`src/rtl/imem_loader_pkg.sv`:
```
// Shared types and constants for the instruction-memory program loader.
// The CSUM state exists only when IMEM_LOADER_CHECKSUM_EN is defined.
package imem_loader_pkg;

  localparam int HDR_BYTES      = 2;
  localparam int BYTES_PER_WORD = 4;
  localparam int WORD_W         = 32;

  typedef enum logic [2:0] {
    ST_IDLE,
    ST_HDR,
    ST_LOAD,
`ifdef IMEM_LOADER_CHECKSUM_EN
    ST_CSUM,
`endif
    ST_FIN,
    ST_DONE,
    ST_ERROR
  } state_e;

endpackage

```
`src/rtl/imem_loader_if.sv`:
```
// Byte-stream handshake plus imem write port of the loader.
// slave = loader side, master = byte source / imem side.
interface imem_loader_if #(parameter int ADDR_W = 8);
  import imem_loader_pkg::*;

  logic [7:0]        byte_in;
  logic              byte_valid;
  logic              byte_ready;
  logic              imem_we;
  logic [ADDR_W-1:0] imem_waddr;
  logic [WORD_W-1:0] imem_wdata;

  modport slave  (input  byte_in, byte_valid,
                  output byte_ready, imem_we, imem_waddr, imem_wdata);
  modport master (output byte_in, byte_valid,
                  input  byte_ready, imem_we, imem_waddr, imem_wdata);

endinterface

```
`src/rtl/imem_loader_word_packer.sv`:
```
// Assembles little-endian 32-bit words from accepted bytes; flags the
// completing (4th) byte combinationally so the top can register the write.
module word_packer
  import imem_loader_pkg::*;
(
  input  logic              clk,
  input  logic              reset,
  input  logic              clear_i,
  input  logic              take_i,
  input  logic [7:0]        byte_i,
  output logic [WORD_W-1:0] word_o,
  output logic              wordComplete_o
);

  logic [1:0]  lane_q, lane_d;
  logic [23:0] low_q, low_d;

  always_ff @(posedge clk or posedge reset) begin
    if (reset) begin
      lane_q <= '0;
      low_q  <= '0;
    end else begin
      lane_q <= lane_d;
      low_q  <= low_d;
    end
  end

  always_comb begin
    lane_d = lane_q;
    low_d  = low_q;
    if (clear_i) begin
      lane_d = '0;
      low_d  = '0;
    end else if (take_i) begin
      lane_d = lane_q + 2'd1;
      case (lane_q)
        2'd0:    low_d[7:0]   = byte_i;
        2'd1:    low_d[15:8]  = byte_i;
        2'd2:    low_d[23:16] = byte_i;
        default: low_d        = low_q;
      endcase
    end
  end

  // Upper lane comes straight from the bus so the word is ready on the 4th byte.
  assign word_o         = {byte_i, low_q};
  assign wordComplete_o = take_i && !clear_i && (lane_q == 2'(BYTES_PER_WORD - 1));

endmodule

```
`src/rtl/imem_loader.sv`:
```
// Program loader: header word count, payload words to imem, core hold control.
// Optional trailing XOR checksum byte when IMEM_LOADER_CHECKSUM_EN is defined.
module imem_loader
  import imem_loader_pkg::*;
#(
  parameter int ADDR_W = 8
) (
  input  logic          clk,
  input  logic          reset,
  input  logic          start,
  imem_loader_if.slave  bus,
  output logic          core_hold,
  output logic          busy,
  output logic          done,
  output logic          error
);

  localparam int unsigned CAPACITY = 32'd1 << ADDR_W;

  state_e            state_q, state_d;
  logic [7:0]        hdrLow_q, hdrLow_d;
  logic              hdrIdx_q, hdrIdx_d;
  logic [15:0]       wordTotal_q, wordTotal_d;
  logic [15:0]       wordCnt_q, wordCnt_d;
  logic [ADDR_W-1:0] addr_q, addr_d;
  logic              we_q, we_d;
  logic [ADDR_W-1:0] waddr_q, waddr_d;
  logic [WORD_W-1:0] wdata_q, wdata_d;
`ifdef IMEM_LOADER_CHECKSUM_EN
  logic [7:0]        csum_q, csum_d;
`endif

  logic              byteReady;
  logic              accept;
  logic              startOk;
  logic [15:0]       hdrWord;
  logic [WORD_W-1:0] packedWord;
  logic              wordComplete;

  assign byteReady = (state_q == ST_HDR) || (state_q == ST_LOAD)
`ifdef IMEM_LOADER_CHECKSUM_EN
                     || (state_q == ST_CSUM)
`endif
                     ;
  assign accept  = bus.byte_valid && byteReady;
  assign startOk = start && ((state_q == ST_IDLE) || (state_q == ST_DONE) ||
                             (state_q == ST_ERROR));
  assign hdrWord = {bus.byte_in, hdrLow_q};

  word_packer u_packer (
    .clk            (clk),
    .reset          (reset),
    .clear_i        (startOk),
    .take_i         (accept && (state_q == ST_LOAD)),
    .byte_i         (bus.byte_in),
    .word_o         (packedWord),
    .wordComplete_o (wordComplete)
  );

  always_ff @(posedge clk or posedge reset) begin
    if (reset) begin
      state_q     <= ST_IDLE;
      hdrLow_q    <= '0;
      hdrIdx_q    <= 1'b0;
      wordTotal_q <= '0;
      wordCnt_q   <= '0;
      addr_q      <= '0;
      we_q        <= 1'b0;
      waddr_q     <= '0;
      wdata_q     <= '0;
`ifdef IMEM_LOADER_CHECKSUM_EN
      csum_q      <= '0;
`endif
    end else begin
      state_q     <= state_d;
      hdrLow_q    <= hdrLow_d;
      hdrIdx_q    <= hdrIdx_d;
      wordTotal_q <= wordTotal_d;
      wordCnt_q   <= wordCnt_d;
      addr_q      <= addr_d;
      we_q        <= we_d;
      waddr_q     <= waddr_d;
      wdata_q     <= wdata_d;
`ifdef IMEM_LOADER_CHECKSUM_EN
      csum_q      <= csum_d;
`endif
    end
  end

  always_comb begin
    state_d     = state_q;
    hdrLow_d    = hdrLow_q;
    hdrIdx_d    = hdrIdx_q;
    wordTotal_d = wordTotal_q;
    wordCnt_d   = wordCnt_q;
    addr_d      = addr_q;
    we_d        = 1'b0;
    waddr_d     = waddr_q;
    wdata_d     = wdata_q;
`ifdef IMEM_LOADER_CHECKSUM_EN
    csum_d      = csum_q;
`endif
    case (state_q)
      ST_IDLE, ST_DONE, ST_ERROR: begin
        if (start) begin
          state_d   = ST_HDR;
          hdrIdx_d  = 1'b0;
          wordCnt_d = '0;
          addr_d    = '0;
`ifdef IMEM_LOADER_CHECKSUM_EN
          csum_d    = '0;
`endif
        end
      end
      ST_HDR: begin
        if (accept) begin
          if (hdrIdx_q != 1'(HDR_BYTES - 1)) begin
            hdrLow_d = bus.byte_in;
            hdrIdx_d = 1'b1;
          end else begin
            wordTotal_d = hdrWord;
            if ((hdrWord == 16'd0) || (32'(hdrWord) > CAPACITY)) state_d = ST_ERROR;
            else                                                  state_d = ST_LOAD;
          end
        end
      end
      ST_LOAD: begin
`ifdef IMEM_LOADER_CHECKSUM_EN
        if (accept) csum_d = csum_q ^ bus.byte_in;
`endif
        if (wordComplete) begin
          we_d      = 1'b1;
          waddr_d   = addr_q;
          wdata_d   = packedWord;
          addr_d    = addr_q + 1'b1;
          wordCnt_d = wordCnt_q + 16'd1;
          if (wordCnt_q == wordTotal_q - 16'd1) begin
`ifdef IMEM_LOADER_CHECKSUM_EN
            state_d = ST_CSUM;
`else
            state_d = ST_FIN;
`endif
          end
        end
      end
`ifdef IMEM_LOADER_CHECKSUM_EN
      ST_CSUM: begin
        if (accept) state_d = (bus.byte_in == csum_q) ? ST_FIN : ST_ERROR;
      end
`endif
      // FIN lets the final write pulse retire before the core is released.
      ST_FIN:  state_d = ST_DONE;
      default: state_d = ST_IDLE;
    endcase
  end

  assign bus.byte_ready = byteReady;
  assign bus.imem_we    = we_q;
  assign bus.imem_waddr = waddr_q;
  assign bus.imem_wdata = wdata_q;

  assign busy      = byteReady || (state_q == ST_FIN);
  assign core_hold = busy || (state_q == ST_ERROR);
  assign done      = (state_q == ST_DONE);
  assign error     = (state_q == ST_ERROR);

endmodule

```
`src/flat_wrapper.sv`:
```
// flat-port wrapper written by rule: the top's interface ports become plain ports
module imem_loader_flat import imem_loader_pkg::*;
#(
  parameter int ADDR_W = 8
)
  (clk, reset, start, core_hold, busy, done, error, bus_byte_in, bus_byte_valid, bus_byte_ready, bus_imem_we, bus_imem_waddr, bus_imem_wdata);
  imem_loader_if #(.ADDR_W(ADDR_W)) bus_i ();
  input  logic clk;
  input  logic reset;
  input  logic start;
  output logic core_hold;
  output logic busy;
  output logic done;
  output logic error;
  input wire logic [$bits(bus_i.byte_in)-1:0] bus_byte_in;
  input wire logic [$bits(bus_i.byte_valid)-1:0] bus_byte_valid;
  output wire logic [$bits(bus_i.byte_ready)-1:0] bus_byte_ready;
  output wire logic [$bits(bus_i.imem_we)-1:0] bus_imem_we;
  output wire logic [$bits(bus_i.imem_waddr)-1:0] bus_imem_waddr;
  output wire logic [$bits(bus_i.imem_wdata)-1:0] bus_imem_wdata;
  assign bus_i.byte_in = bus_byte_in;
  assign bus_i.byte_valid = bus_byte_valid;
  assign bus_byte_ready = bus_i.byte_ready;
  assign bus_imem_we = bus_i.imem_we;
  assign bus_imem_waddr = bus_i.imem_waddr;
  assign bus_imem_wdata = bus_i.imem_wdata;
  imem_loader #(.ADDR_W(ADDR_W)) u_core (.clk(clk), .reset(reset), .start(start), .bus(bus_i), .core_hold(core_hold), .busy(busy), .done(done), .error(error));
endmodule
```
`config.mk`:
```
export PLATFORM = sky130hd
export DESIGN_NAME = imem_loader_flat
export DESIGN_NICKNAME = d
export VERILOG_FILES = /design/src/rtl/imem_loader_pkg.sv /design/src/rtl/imem_loader_if.sv /design/src/rtl/imem_loader_word_packer.sv /design/src/rtl/imem_loader.sv /design/src/flat_wrapper.sv
export SDC_FILE = /design/constraint.sdc
export NUM_CORES = 1
export LEC_CHECK = 0
export ABC_AREA = 1
export CAP_MARGIN = 25
export CORE_AREA = 5 5 97 135
export CTS_CLUSTER_DIAMETER = 30
export DETAILED_ROUTE_END_ITERATION = 6
export DIE_AREA = 0 0 102 140
export MAX_ROUTING_LAYER = met4
export PLACE_DENSITY_LB_ADDON = 0.25
export SLEW_MARGIN = 20
export SYNTH_ARGS = -nofsm -noshare
export SYNTH_HDL_FRONTEND = slang
export SYNTH_SLANG_ARGS = --single-unit
```
`constraint.sdc`:
```
create_clock -name clk -period 4.8 [get_ports clk]
set_clock_uncertainty 0.2 [all_clocks]
set_input_delay 0.96 -clock clk [delete_from_list [all_inputs] [get_ports clk]]
set_output_delay 0.96 -clock clk [all_outputs]
set_load 0.01 [all_outputs]
```
==> flow_summary.toml <==
[grt]
grt_pass1_wl_mm = 22.8
grt_max_degree = 70
initial_antenna_violation_count = 0
grt-ovfl-total = 0
grtUsageTotal_pct = 20.7
number_of_global_route_vias_before_repair = 4774

[placed_design]
post-place-cells = 882
dpl-instance-area_mm2 = 0.00640
place_worst_setup_slack_ns = 1.53
gp_congestion = 0.883
hpwl_mm = 9.62
port_buffers = 57

[clock_network]
post_cts_resize_count = 0
postCtsSetupBuffers = 0
postCtsHoldBufs = 0
cts.sink_count = 119
total_cts_buffers = 17
cts-root-buf = "sky130_fd_sc_hd__clkbuf_16"
cts_max_level = 4
clock_pin_slew_of_the_registers_on_the_worst_case_setup_and_hold_paths_ns = 0.06
clock_latency_ns = 0.41
number_of_buffers_on_the_longest_clock_path = 2
tritoncts = "done"

[timing]
max_slew_margin_pct = 43.1
slew_violations = 0
clock_period_minus_worst_slack_ns = 3.22
grt_setup_unrepaired = "no"
hold-worst-slack_ns = 0.275
finalHoldViolations = 0
fin_ws_ns = 1.58
finalSetupTns_ns = 0
worst-slew-pin-transition_ns = 0.852
final.period_utilization_pct = 67.1
setup_viol = 0
max_freq_ghz = 0.310

[yosys]
synth_compound_gate_area_share_pct = 10.0
synth_simple_gate_area_share_pct = 26.9
synth_enable_flop_cells = 0
netlist.area_leader.share_pct = 52.3
synth_fa_ha_area_share_pct = 1.54
synth-seq-area-share_pct = 52.3
avgSynthCellArea_um2 = 8.20
postSynthRegisterBits = 119
yosysWarnings = 0
combinational_family_with_the_most_area_after_synthesis = "simple AND/OR/NAND/NOR gates"
xor_xnor_share_of_the_synthesized_area_pct = 2.77
synthesis.nets = 713
count_of_cell_types_in_the_netlist = 40
netlist_area_mm2 = 0.00569
synthMostInstantiatedCell = "sky130_fd_sc_hd__nand2_1"
synth.cells.most_frequent = "239 x sky130_fd_sc_hd__nand2_1, 119 x sky130_fd_sc_hd__dfrtp_1, 83 x sky130_fd_sc_hd__o21ai_0, 71 x sky130_fd_sc_hd__inv_1, 49 x sky130_fd_sc_hd__nor2_1"
synth_mux_area_share_pct = 0
postSynthCellCount = 694
synthArstFlopShare_pct = 100
top_ff_cell_synth = "sky130_fd_sc_hd__dfrtp_1"
synth_top_cells_by_area = "sky130_fd_sc_hd__dfrtp_1 52%, sky130_fd_sc_hd__nand2_1 16%, sky130_fd_sc_hd__o21ai_0 7.3%, sky130_fd_sc_hd__inv_1 4.7%, sky130_fd_sc_hd__nor2_1 3.2%"
yosys.area.top_type = "sky130_fd_sc_hd__dfrtp_1"

[detailed_routing]
route.final.wire_length_mm = 13.4
drt_iter0_markers = 279
antenna_left = 0
via_per_inst = 5.13
dr.pass1.iters = 5
routed-via-count = 4687
detail_route.wl_per_cell_um = 14.7
drc_errors = 0

[setup_path]
worst_setup_path_start_kind = "flip-flop"
reg2reg_slack_ns = 2.33
required_ns = 3.64
critPathMaxFanout = 4
critical_path.endpoint_type = "primary output"
arrival_ns = 2.06
worstSetupPathType = "reg2out"

[floorplanning]
chipHeight_um = 140
fp-row-count = 47
num_io_pins = 58
fp.dieArea_mm2 = 0.0143
initial_standard_cell_utilization_of_the_core_pct = 48.6
die_width_um = 102
core-area_mm2 = 0.0117

[layout]
final-instance-count-excl-fill = 914
post-route-cell-area_mm2 = 0.00699
final_core_utilization_pct = 59.8
nets = 773
area.growth.synth_to_final_pct = 22.9
antenna_cells_inserted = 0
post_route_cells_drive_above_1_share_pct = 7.95

[power_and_ir_drop]
irDropWorstVdd_v = 0.000343
static-leakage-power_nw = 3.50
total_chip_power_mw = 3.73
pwr_cell_area_mw_per_mm2 = 533

[run]
max_cap_viol_count = 0

[status]
run_status = "finished, final reports clean"

[min_path]
hold_path_class = "reg2reg"
critical path, cell delays in order (launching register included):
cell and delay (ns):
sky130_fd_sc_hd__dfrtp_1 0.41, sky130_fd_sc_hd__inv_2 0.10, sky130_fd_sc_hd__nand2_1 0.09, sky130_fd_sc_hd__nor2_1 0.26
sky130_fd_sc_hd__inv_1 0.13, sky130_fd_sc_hd__nand2_1 0.12, sky130_fd_sc_hd__clkdlybuf4s50_1 0.55
final timing paths:
kind                                      startpoint                   endpoint  depth (start not counted)
setup reg to reg               u_core.wordTotal_q[0]          u_core.state_q[2]                         15
hold / removal             u_core.u_packer.low_q[11]  u_core.bus.imem_wdata[11]                          2
max in group asynchronous                      reset         u_core.hdrLow_q[0]                          3
setup / recovery                   u_core.state_q[1]             bus_byte_ready                          6
hold reg to reg            u_core.u_packer.low_q[11]  u_core.bus.imem_wdata[11]                          2
min in group asynchronous                      reset  u_core.bus.imem_wdata[10]                          2
state kept, by name (all words and copies together) (netlist names):
signal	cells
u_core.bus.imem_wdata	32
u_core.u_packer.low_q	24
u_core.wordCnt_q	16
u_core.wordTotal_q	16
u_core.addr_q	8
u_core.bus.imem_waddr	8
u_core.hdrLow_q	8
u_core.state_q	3
u_core.u_packer.lane_q	2
u_core.bus.imem_we	1
u_core.hdrIdx_q	1
layer usage:
metal	vias up	GRT usage, %	part of all wire (%)
li1	2310	-	-
met1	2237	24.6	41
met2	110	33.8	54
met3	30	4.18	3.0
met4	0	9.12	2.4
met5	-	-	0
cell type report:
cell class	instances	area (µm²)
inverters	75	284
repair buffers	60	606
fillers	1022	4710
clock buffers	18	429
multi-input cells	481	2350
flip-flops and latches	119	2980
well taps	147	184
clock inverters	14	165
where the power goes:
part | leakage (nW) | internal [mW] | switching (mW)
sequential | 1.50 | 1.32 | 0.204
combinational | 1.72 | 0.460 | 0.465
clock | 0.278 | 0.779 | 0.500
total | 3.50 | 2.56 | 1.17
logic make-up after synthesis:
kind of cell             after synthesis
AND/OR/NAND/NOR                      349
flip-flops                           119
AO/OA/AOI/OAI                        107
buffers and inverters                 94
XOR/XNOR                              18
adder cells (fa/ha/maj)                7
placed cells by master, fill, tap and decap left out, types with 10 or more instances in the layout:
master and n:
sky130_fd_sc_hd__a21oi_1 13, sky130_fd_sc_hd__inv_1 70, sky130_fd_sc_hd__clkbuf_16 17, sky130_fd_sc_hd__o21ai_0 83
sky130_fd_sc_hd__nand2_1 239, sky130_fd_sc_hd__clkdlybuf4s50_1 57, sky130_fd_sc_hd__nand3_1 16, sky130_fd_sc_hd__nor2_1 49
sky130_fd_sc_hd__dfrtp_1 119, sky130_fd_sc_hd__xnor2_1 10
(Power assumes the default switching activity.)
